--- config.mk ---
export PLATFORM = sky130hd
export DESIGN_NAME = spi_slave_ctrl_flat
export DESIGN_NICKNAME = d
export VERILOG_FILES = /design/src/rtl/spi_pkg.sv /design/src/rtl/spi_slave_ctrl_if.sv /design/src/rtl/spi_shiftreg.sv /design/src/rtl/spi_slave_ctrl.sv /design/src/flat_wrapper.sv
export SDC_FILE = /design/constraint.sdc
export NUM_CORES = 1
export LEC_CHECK = 0
export ABC_AREA = 1
export CORE_UTILIZATION = 50
export CTS_CLUSTER_DIAMETER = 200
export DETAILED_ROUTE_END_ITERATION = 8
export GPL_TIMING_DRIVEN = 0
export PLACE_DENSITY = 0.8
export SLEW_MARGIN = 20
export SYNTH_ARGS = -nofsm -noshare
export SYNTH_HDL_FRONTEND = slang
export SYNTH_HIERARCHICAL = 1
export SYNTH_SLANG_ARGS = --single-unit
--- constraint.sdc ---
create_clock -name clk -period 3.71 [get_ports clk]
set_input_delay 0.742 -clock clk [delete_from_list [all_inputs] [get_ports clk]]
set_output_delay 0.742 -clock clk [all_outputs]
set_load 0.02 [all_outputs]
--- src/rtl/spi_pkg.sv ---
// rtl/spi_pkg.sv - shared state encoding, widths and constants for the SPI slave sequencer
package spi_pkg;

  localparam int   DEF_ADDR_W = 7;
  localparam int   DEF_DATA_W = 8;
  localparam logic RW_READ    = 1'b1;

  typedef enum logic [2:0] {
    S_IDLE,
    S_HDR,
    S_RD_WAIT,
    S_RD_LOAD,
    S_RD_SHIFT,
    S_WR_DATA,
    S_WR_COMMIT,
    S_DONE
  } spi_state_e;

  // bit counter must reach the longer of the header and data phases
  function automatic int cnt_width(input int addr_w, input int data_w);
    int longest;
    longest = (addr_w + 1 > data_w) ? addr_w + 1 : data_w;
    return $clog2(longest + 1);
  endfunction

endpackage

--- src/rtl/spi_slave_ctrl_if.sv ---
// rtl/spi_slave_ctrl_if.sv - conditioned SPI pins plus data memory port of the SPI slave sequencer
interface spi_slave_ctrl_if #(
  parameter int ADDR_W = spi_pkg::DEF_ADDR_W,
  parameter int DATA_W = spi_pkg::DEF_DATA_W
);

  logic              cs_n;
  logic              sclk_rise;
  logic              sclk_fall;
  logic              mosi;
  logic [DATA_W-1:0] rd_data;
  logic [ADDR_W-1:0] mem_addr;
  logic [DATA_W-1:0] wr_data;
  logic              wr_en;
  logic              miso;
  logic              miso_oe;

  modport master (
    output cs_n, sclk_rise, sclk_fall, mosi, rd_data,
    input  mem_addr, wr_data, wr_en, miso, miso_oe
  );

  modport slave (
    input  cs_n, sclk_rise, sclk_fall, mosi, rd_data,
    output mem_addr, wr_data, wr_en, miso, miso_oe
  );

endinterface

--- src/rtl/spi_shiftreg.sv ---
// rtl/spi_shiftreg.sv - parallel-load, serial-in at LSB, serial-out at MSB shift register
module spi_shiftreg #(
  parameter int DATA_W = spi_pkg::DEF_DATA_W
) (
  input  logic              clk,
  input  logic              rst_n,
  input  logic              load,
  input  logic [DATA_W-1:0] load_data,
  input  logic              shift_en,
  input  logic              sin,
  output logic [DATA_W-1:0] q
);

  // parallel load has priority; a shift moves every bit one place towards the MSB
  always_ff @(posedge clk or negedge rst_n) begin
    if (!rst_n) begin
      q <= '0;
    end else if (load) begin
      q <= load_data;
    end else if (shift_en) begin
      q <= {q[DATA_W-2:0], sin};
    end
  end

endmodule

--- src/rtl/spi_slave_ctrl.sv ---
// rtl/spi_slave_ctrl.sv - SPI mode 0 slave transaction sequencer; SPI_BURST_EN enables auto-increment bursts
module spi_slave_ctrl
  import spi_pkg::*;
#(
  parameter int ADDR_W = DEF_ADDR_W,
  parameter int DATA_W = DEF_DATA_W
) (
  input  logic             clk,
  input  logic             rst_n,
  spi_slave_ctrl_if.slave  bus
);

  // header shares the data shift register, so ADDR_W+1 must not exceed DATA_W
  localparam int CNT_W = cnt_width(ADDR_W, DATA_W);

  spi_state_e        state;
  logic [CNT_W-1:0]  cnt;
  logic [ADDR_W-1:0] mem_addr_q;
  logic              wr_en_q;
  logic              miso_oe_q;
  logic              launched;
  logic              sr_load;
  logic              sr_shift;
  logic              sr_sin;
  logic [DATA_W-1:0] sr_q;
  logic [DATA_W-1:0] hdr_word;

  // header as it stands including the bit arriving on the current rise
  assign hdr_word = {sr_q[DATA_W-2:0], bus.mosi};

  spi_shiftreg #(.DATA_W(DATA_W)) u_shiftreg (
    .clk       (clk),
    .rst_n     (rst_n),
    .load      (sr_load),
    .load_data (bus.rd_data),
    .shift_en  (sr_shift),
    .sin       (sr_sin),
    .q         (sr_q)
  );

  assign bus.mem_addr = mem_addr_q;
  assign bus.wr_en    = wr_en_q;
  assign bus.miso_oe  = miso_oe_q;
  assign bus.miso     = sr_q[DATA_W-1];
  assign bus.wr_data  = sr_q;

  // shift register control: capture MOSI on rises, load read data, launch MISO bits on falls
  always_comb begin
    sr_load  = 1'b0;
    sr_shift = 1'b0;
    sr_sin   = 1'b0;
    if (!bus.cs_n) begin
      case (state)
        S_HDR, S_WR_DATA: begin
          sr_shift = bus.sclk_rise;
          sr_sin   = bus.mosi;
        end
        S_RD_LOAD:  sr_load  = 1'b1;
        // the first fall only launches the MSB already sitting in the register
        S_RD_SHIFT: sr_shift = bus.sclk_fall && !bus.sclk_rise && launched;
        default: ;
      endcase
    end
  end

  // transaction FSM with bit counter, address register and registered strobes
  always_ff @(posedge clk or negedge rst_n) begin
    if (!rst_n) begin
      state      <= S_IDLE;
      cnt        <= '0;
      mem_addr_q <= '0;
      wr_en_q    <= 1'b0;
      miso_oe_q  <= 1'b0;
      launched   <= 1'b0;
    end else begin
      wr_en_q <= 1'b0;
      if (bus.cs_n) begin
        state     <= S_IDLE;
        cnt       <= '0;
        miso_oe_q <= 1'b0;
      end else begin
        case (state)
          S_IDLE: begin
            state <= S_HDR;
            cnt   <= '0;
          end
          S_HDR: begin
            if (bus.sclk_rise) begin
              if (cnt == CNT_W'(ADDR_W)) begin
                cnt        <= '0;
                mem_addr_q <= hdr_word[ADDR_W:1];
                state      <= (hdr_word[0] == RW_READ) ? S_RD_WAIT : S_WR_DATA;
              end else begin
                cnt <= cnt + CNT_W'(1);
              end
            end
          end
          S_RD_WAIT: begin
            state     <= S_RD_LOAD;
            miso_oe_q <= 1'b1;
          end
          S_RD_LOAD: begin
            state    <= S_RD_SHIFT;
            launched <= 1'b0;
          end
          S_RD_SHIFT: begin
            if (bus.sclk_rise) begin
              if (cnt == CNT_W'(DATA_W-1)) begin
                cnt <= '0;
`ifdef SPI_BURST_EN
                state      <= S_RD_WAIT;
                mem_addr_q <= mem_addr_q + ADDR_W'(1);
`else
                state     <= S_DONE;
                miso_oe_q <= 1'b0;
`endif
              end else begin
                cnt <= cnt + CNT_W'(1);
              end
            end else if (bus.sclk_fall) begin
              launched <= 1'b1;
            end
          end
          S_WR_DATA: begin
            if (bus.sclk_rise) begin
              if (cnt == CNT_W'(DATA_W-1)) begin
                cnt     <= '0;
                state   <= S_WR_COMMIT;
                wr_en_q <= 1'b1;
              end else begin
                cnt <= cnt + CNT_W'(1);
              end
            end
          end
          S_WR_COMMIT: begin
`ifdef SPI_BURST_EN
            state      <= S_WR_DATA;
            mem_addr_q <= mem_addr_q + ADDR_W'(1);
`else
            state <= S_DONE;
`endif
          end
          S_DONE:  state <= S_DONE;
          default: state <= S_IDLE;
        endcase
      end
    end
  end

  // a rise and a fall in the same clk cannot come from one conditioned SCLK; the rise wins
  a_single_edge: assert property (@(posedge clk) disable iff (!rst_n)
    !(bus.sclk_rise && bus.sclk_fall));

endmodule

--- src/flat_wrapper.sv ---
// flat-port wrapper written by rule: the top's interface ports become plain ports
module spi_slave_ctrl_flat import spi_pkg::*;
#(
  parameter int ADDR_W = DEF_ADDR_W,
  parameter int DATA_W = DEF_DATA_W
)
  (clk, rst_n, bus_cs_n, bus_sclk_rise, bus_sclk_fall, bus_mosi, bus_rd_data, bus_mem_addr, bus_wr_data, bus_wr_en, bus_miso, bus_miso_oe);
  spi_slave_ctrl_if #(.ADDR_W(ADDR_W), .DATA_W(DATA_W)) bus_i ();
  input  logic clk;
  input  logic rst_n;
  input wire logic [$bits(bus_i.cs_n)-1:0] bus_cs_n;
  input wire logic [$bits(bus_i.sclk_rise)-1:0] bus_sclk_rise;
  input wire logic [$bits(bus_i.sclk_fall)-1:0] bus_sclk_fall;
  input wire logic [$bits(bus_i.mosi)-1:0] bus_mosi;
  input wire logic [$bits(bus_i.rd_data)-1:0] bus_rd_data;
  output wire logic [$bits(bus_i.mem_addr)-1:0] bus_mem_addr;
  output wire logic [$bits(bus_i.wr_data)-1:0] bus_wr_data;
  output wire logic [$bits(bus_i.wr_en)-1:0] bus_wr_en;
  output wire logic [$bits(bus_i.miso)-1:0] bus_miso;
  output wire logic [$bits(bus_i.miso_oe)-1:0] bus_miso_oe;
  assign bus_i.cs_n = bus_cs_n;
  assign bus_i.sclk_rise = bus_sclk_rise;
  assign bus_i.sclk_fall = bus_sclk_fall;
  assign bus_i.mosi = bus_mosi;
  assign bus_i.rd_data = bus_rd_data;
  assign bus_mem_addr = bus_i.mem_addr;
  assign bus_wr_data = bus_i.wr_data;
  assign bus_wr_en = bus_i.wr_en;
  assign bus_miso = bus_i.miso;
  assign bus_miso_oe = bus_i.miso_oe;
  spi_slave_ctrl #(.ADDR_W(ADDR_W), .DATA_W(DATA_W)) u_core (.clk(clk), .rst_n(rst_n), .bus(bus_i));
endmodule
==> results list <==
* Outcome: completed
- The die covers 2938 um2.
- Global-route wire length before repair: approximately 4700 um
- For this block, the initial DRC count from the detailed router was 78.
- The via count of the first global-routing pass came to around 1100.
- TritonCTS built the clock tree.
- Number of H-tree levels: 1
- Final setup slack of the worst path: 1.588 ns
* Arrival time of the worst setup path: about 1.4 ns
* Critical path endpoint category: primary output
- DR pass1 iterations: 4
- After clock tree synthesis, the repair step resized 0 gates.
- Startpoint type of the worst setup path: flop
* Number of rows in the core area: 18
* Number of warnings reported in the yosys synthesis log: 6
* Minimum period implied by the final worst setup slack: between 2 and 2.5 ns
* Leading post-synthesis cells by cell area: sky130_fd_sc_hd__dfrtp_1, sky130_fd_sc_hd__nand2_1, sky130_fd_sc_hd__nand3_1
- Endpoints failing setup: 0
* Most frequent cells in the layout: sky130_fd_sc_hd__nand2_1, sky130_fd_sc_hd__clkdlybuf4s50_1, sky130_fd_sc_hd__nand3_1
- The number of antenna violations at the first check in global routing was 0.
- Worst Max-Slew Pin Slew: approximately 0.55 ns
- Of the post-synthesis cell area, the dominant cell type holds 0.4591.
- The critical path is of the reg2out type.
- Post-route core utilization: 0.6865
- Measured along the y axis, the die boundary spans 54.20 um.
- Detailed-route via count: between 1000 and 1500
- After synthesis, the largest family of logic cells by area is simple AND/OR/NAND/NOR gates.
- Layout overhead on the synthesized area: 27.09%
* Reg-to-reg setup timing slack: 2.06 ns
* Mapped cell area: about 1400 um2
- The count of buffers added on input and output ports is 31.
- Max-cap violations in this run came to 0.
- Largest fanout on the critical path: 3
- The number of different library cells used by synthesis comes to 24.
- Yosys top cell by area: sky130_fd_sc_hd__dfrtp_1
- In the routed design, unresolved DRC markers number 0.
- Count of mapped cells out of synthesis: 170
* Fin. Hold Viols: 0
- Total Routing Usage GR: 0.2264
- CTS Root Buffer Type: sky130_fd_sc_hd__clkbuf_4
- On the final layout, the worst clock skew is 0.004485 ns.
- The count of cells in the finished layout, fillers not included, comes to 235.
* Placed wire-length estimate: 2278 um
- The synthesized-area fraction occupied by ao, oa, aoi and oai cells is 0.07989.
* Relative slew slack: 0.6330
- Post-synthesis adder-cell area fraction: 0.009183
- Together, buffers and inverters on the worst path number 2.
* Routed length per instance: ~13 um
- Pin count of the biggest net entering global routing: 26
* Filler Cells Inserted: around 210
- Simple logic cell fraction of the synthesized area: 0.3581
* Count of boundary I/O pins: 32
- TritonCTS created 3 clock buffers.
* Crit path largest cell delay: between 0.5 and 0.6 ns
* Hold WC Path Type: in2async
* Instance area at placement: approximately 1700 um2
- The slowest stage of the critical path belongs to the cell sky130_fd_sc_hd__clkdlybuf4s50_1.
* Layout cells sized above 1: 0.1512
- Largest delay share family, worst path: buffers and inverters
- For this configuration, the core starts out at a cell density of 0.5402.
* Minimum setup slack after placement: 1.309 ns
* Total of flip-flops plus latches after synthesis: 25
- Based on the critical path, the design can be clocked at up to 471.2 MHz.
- The clock passes through at most 2 buffers.
- Dividing total power by cell area gives a power density of approximately 570 nW/um2.
- Period utilisation layout: 0.5720
- Core area: about 2500 um2
* Post CTS Setup Buffer Count: 0
- The final layout contains roughly 220 nets.
- The number of pins exceeding their max-slew limit in the final report was 0.
- Summed area of non-filler cells in the final layout: between 1500 and 2000 um2
- Routability-driven placement finished with a final weighted congestion of 0.8552.
- Setup repair after global routing left no endpoint under its margin.
- TritonCTS Sinks: 25
- Mux contribution to synthesized area: 0
- 0 antenna diodes ended up in the layout.
- The library cell used most frequently in the layout, excluding fill and tap cells, is sky130_fd_sc_hd__nand2_1.
- Cells traversed along the worst timing path: buf_4, clkdlybuf4s50_1
* Xor-xnor portion of the synthesized cell area: 0
* Number of buffers added to fix hold violations after cts: 0
- After global routing the overflow that remains totals 0.
* Ratio of routed vias to standard cells: 5.315
- Synthesis produced a netlist with a net count of 185.
- Worst Path Required: 2.97 ns
- IR analysis of the VDD net gives a maximum drop of approximately 440 uV.
- Placed cell count: ~230
- The die is about 54 um wide.
- Sequential cell area fraction in the yosys report: 0.4591
- Total leakage power: slightly above 0.8 nW
- For this block, the routed nets add up to 2965 um of wire.
- Adding up every negative setup slack in the final design gives 0 ns.
- Clock latency on the worst-skew pair, taken at its later pin, is about 0.31 ns.
* Per-instance average area after synthesis: roughly 8.0 um2
- CTS clk-pin slew, worst paths: 0.13 ns
- Remaining number of nets flagged by the antenna check after routing: 0
path summary, 6_finish.rpt:
check                                  startpoint  cells past startpoint                endpoint
setup / recovery           u_core/u_shiftreg/q[7]                      2                bus_miso
hold / removal                              rst_n                      1      u_core/bus.miso_oe
setup reg to reg                  u_core/state[1]                     11  u_core/u_shiftreg/q[7]
hold reg to reg            u_core/bus.mem_addr[6]                      2  u_core/bus.mem_addr[6]
max in group asynchronous                   rst_n                      1  u_core/bus.mem_addr[6]
min in group clk           u_core/bus.mem_addr[6]                      2  u_core/bus.mem_addr[6]
per-layer routing:
layer / routed length, um / share of wire / vias up / track usage
met5: 0 / 0 / - / 0
met4: 15 / 0.0051 / 0 / 0.07692
met3: 191 / 0.064 / 4 / 0.02542
met2: 1479 / 0.50 / 45 / 0.3841
met1: 1279 / 0.43 / 577 / 0.2958
li1: - / - / 623 / -
where the power goes:
group	leakage [nW]	total [W]	internal (W)	switching (W)
sequential	0.335	0.000421	0.000337	0.0000836
clock	0.0150	0.000120	0.0000420	0.0000781
combinational	0.480	0.000454	0.000184	0.000270
total	0.830	0.000995	0.000563	0.000431
layout make-up:
class | count | area (um2) | area share
plain buffers | 4 | 37.54 | 0.02168
clock buffers | 4 | 26.28 | 0.01517
inverters | 24 | 90.09 | 0.05202
multi-input cells | 117 | 609.3 | 0.3519
flip-flops and latches | 25 | 625.6 | 0.3613
well taps | 30 | 37.54 | 0.02168
repair buffers | 31 | 305.3 | 0.1763
kinds of logic after synthesis:
logic type,after synthesis
AO/OA/AOI/OAI,16
adder cells (fa/ha/maj),1
buffers and inverters,28
flip-flops,25
AND/OR/NAND/NOR,100
state kept, by name (all words and copies together) (netlist names):
signal and count:
u_core/bus.mem_addr 7, u_core/bus.miso_oe 1, u_core/bus.wr_en 1, u_core/cnt 4
u_core/launched 1, u_core/state 3, u_core/u_shiftreg/q 8
through the flow:
| stage | total power [W] | hold slack [ns] |
|---|---|---|
| global route | 0.001068 | 0.4327 |
| CTS | 0.001000 | 0.5052 |
| global placement | 0.0008549 | 0.4646 |
| detailed placement | 0.0008771 | 0.4735 |
| finish | 0.0009948 | 0.3917 |
| floorplan | 0.0007077 | 0.4464 |
synthesized netlist by cell type:
master	n
sky130_fd_sc_hd__ha_1	1
sky130_fd_sc_hd__nand3_2	1
sky130_fd_sc_hd__or2_2	1
sky130_fd_sc_hd__o21ai_0	3
sky130_fd_sc_hd__o21ai_2	7
sky130_fd_sc_hd__nor3_4	1
sky130_fd_sc_hd__dfrtp_1	25
sky130_fd_sc_hd__nand2_4	1
sky130_fd_sc_hd__nand3_4	1
sky130_fd_sc_hd__nand4_1	2
sky130_fd_sc_hd__buf_4	2
sky130_fd_sc_hd__o21ai_1	1
sky130_fd_sc_hd__a21oi_1	4
sky130_fd_sc_hd__nand2_1	49
sky130_fd_sc_hd__buf_6	2
sky130_fd_sc_hd__nor2_1	7
sky130_fd_sc_hd__inv_1	19
sky130_fd_sc_hd__nor2_4	2
sky130_fd_sc_hd__nand2_2	4
sky130_fd_sc_hd__nor3_1	1
sky130_fd_sc_hd__o211ai_1	1
sky130_fd_sc_hd__inv_2	5
sky130_fd_sc_hd__nor4_1	1
sky130_fd_sc_hd__nand3_1	29
Note: power is estimated with default switching activity, not from simulation.
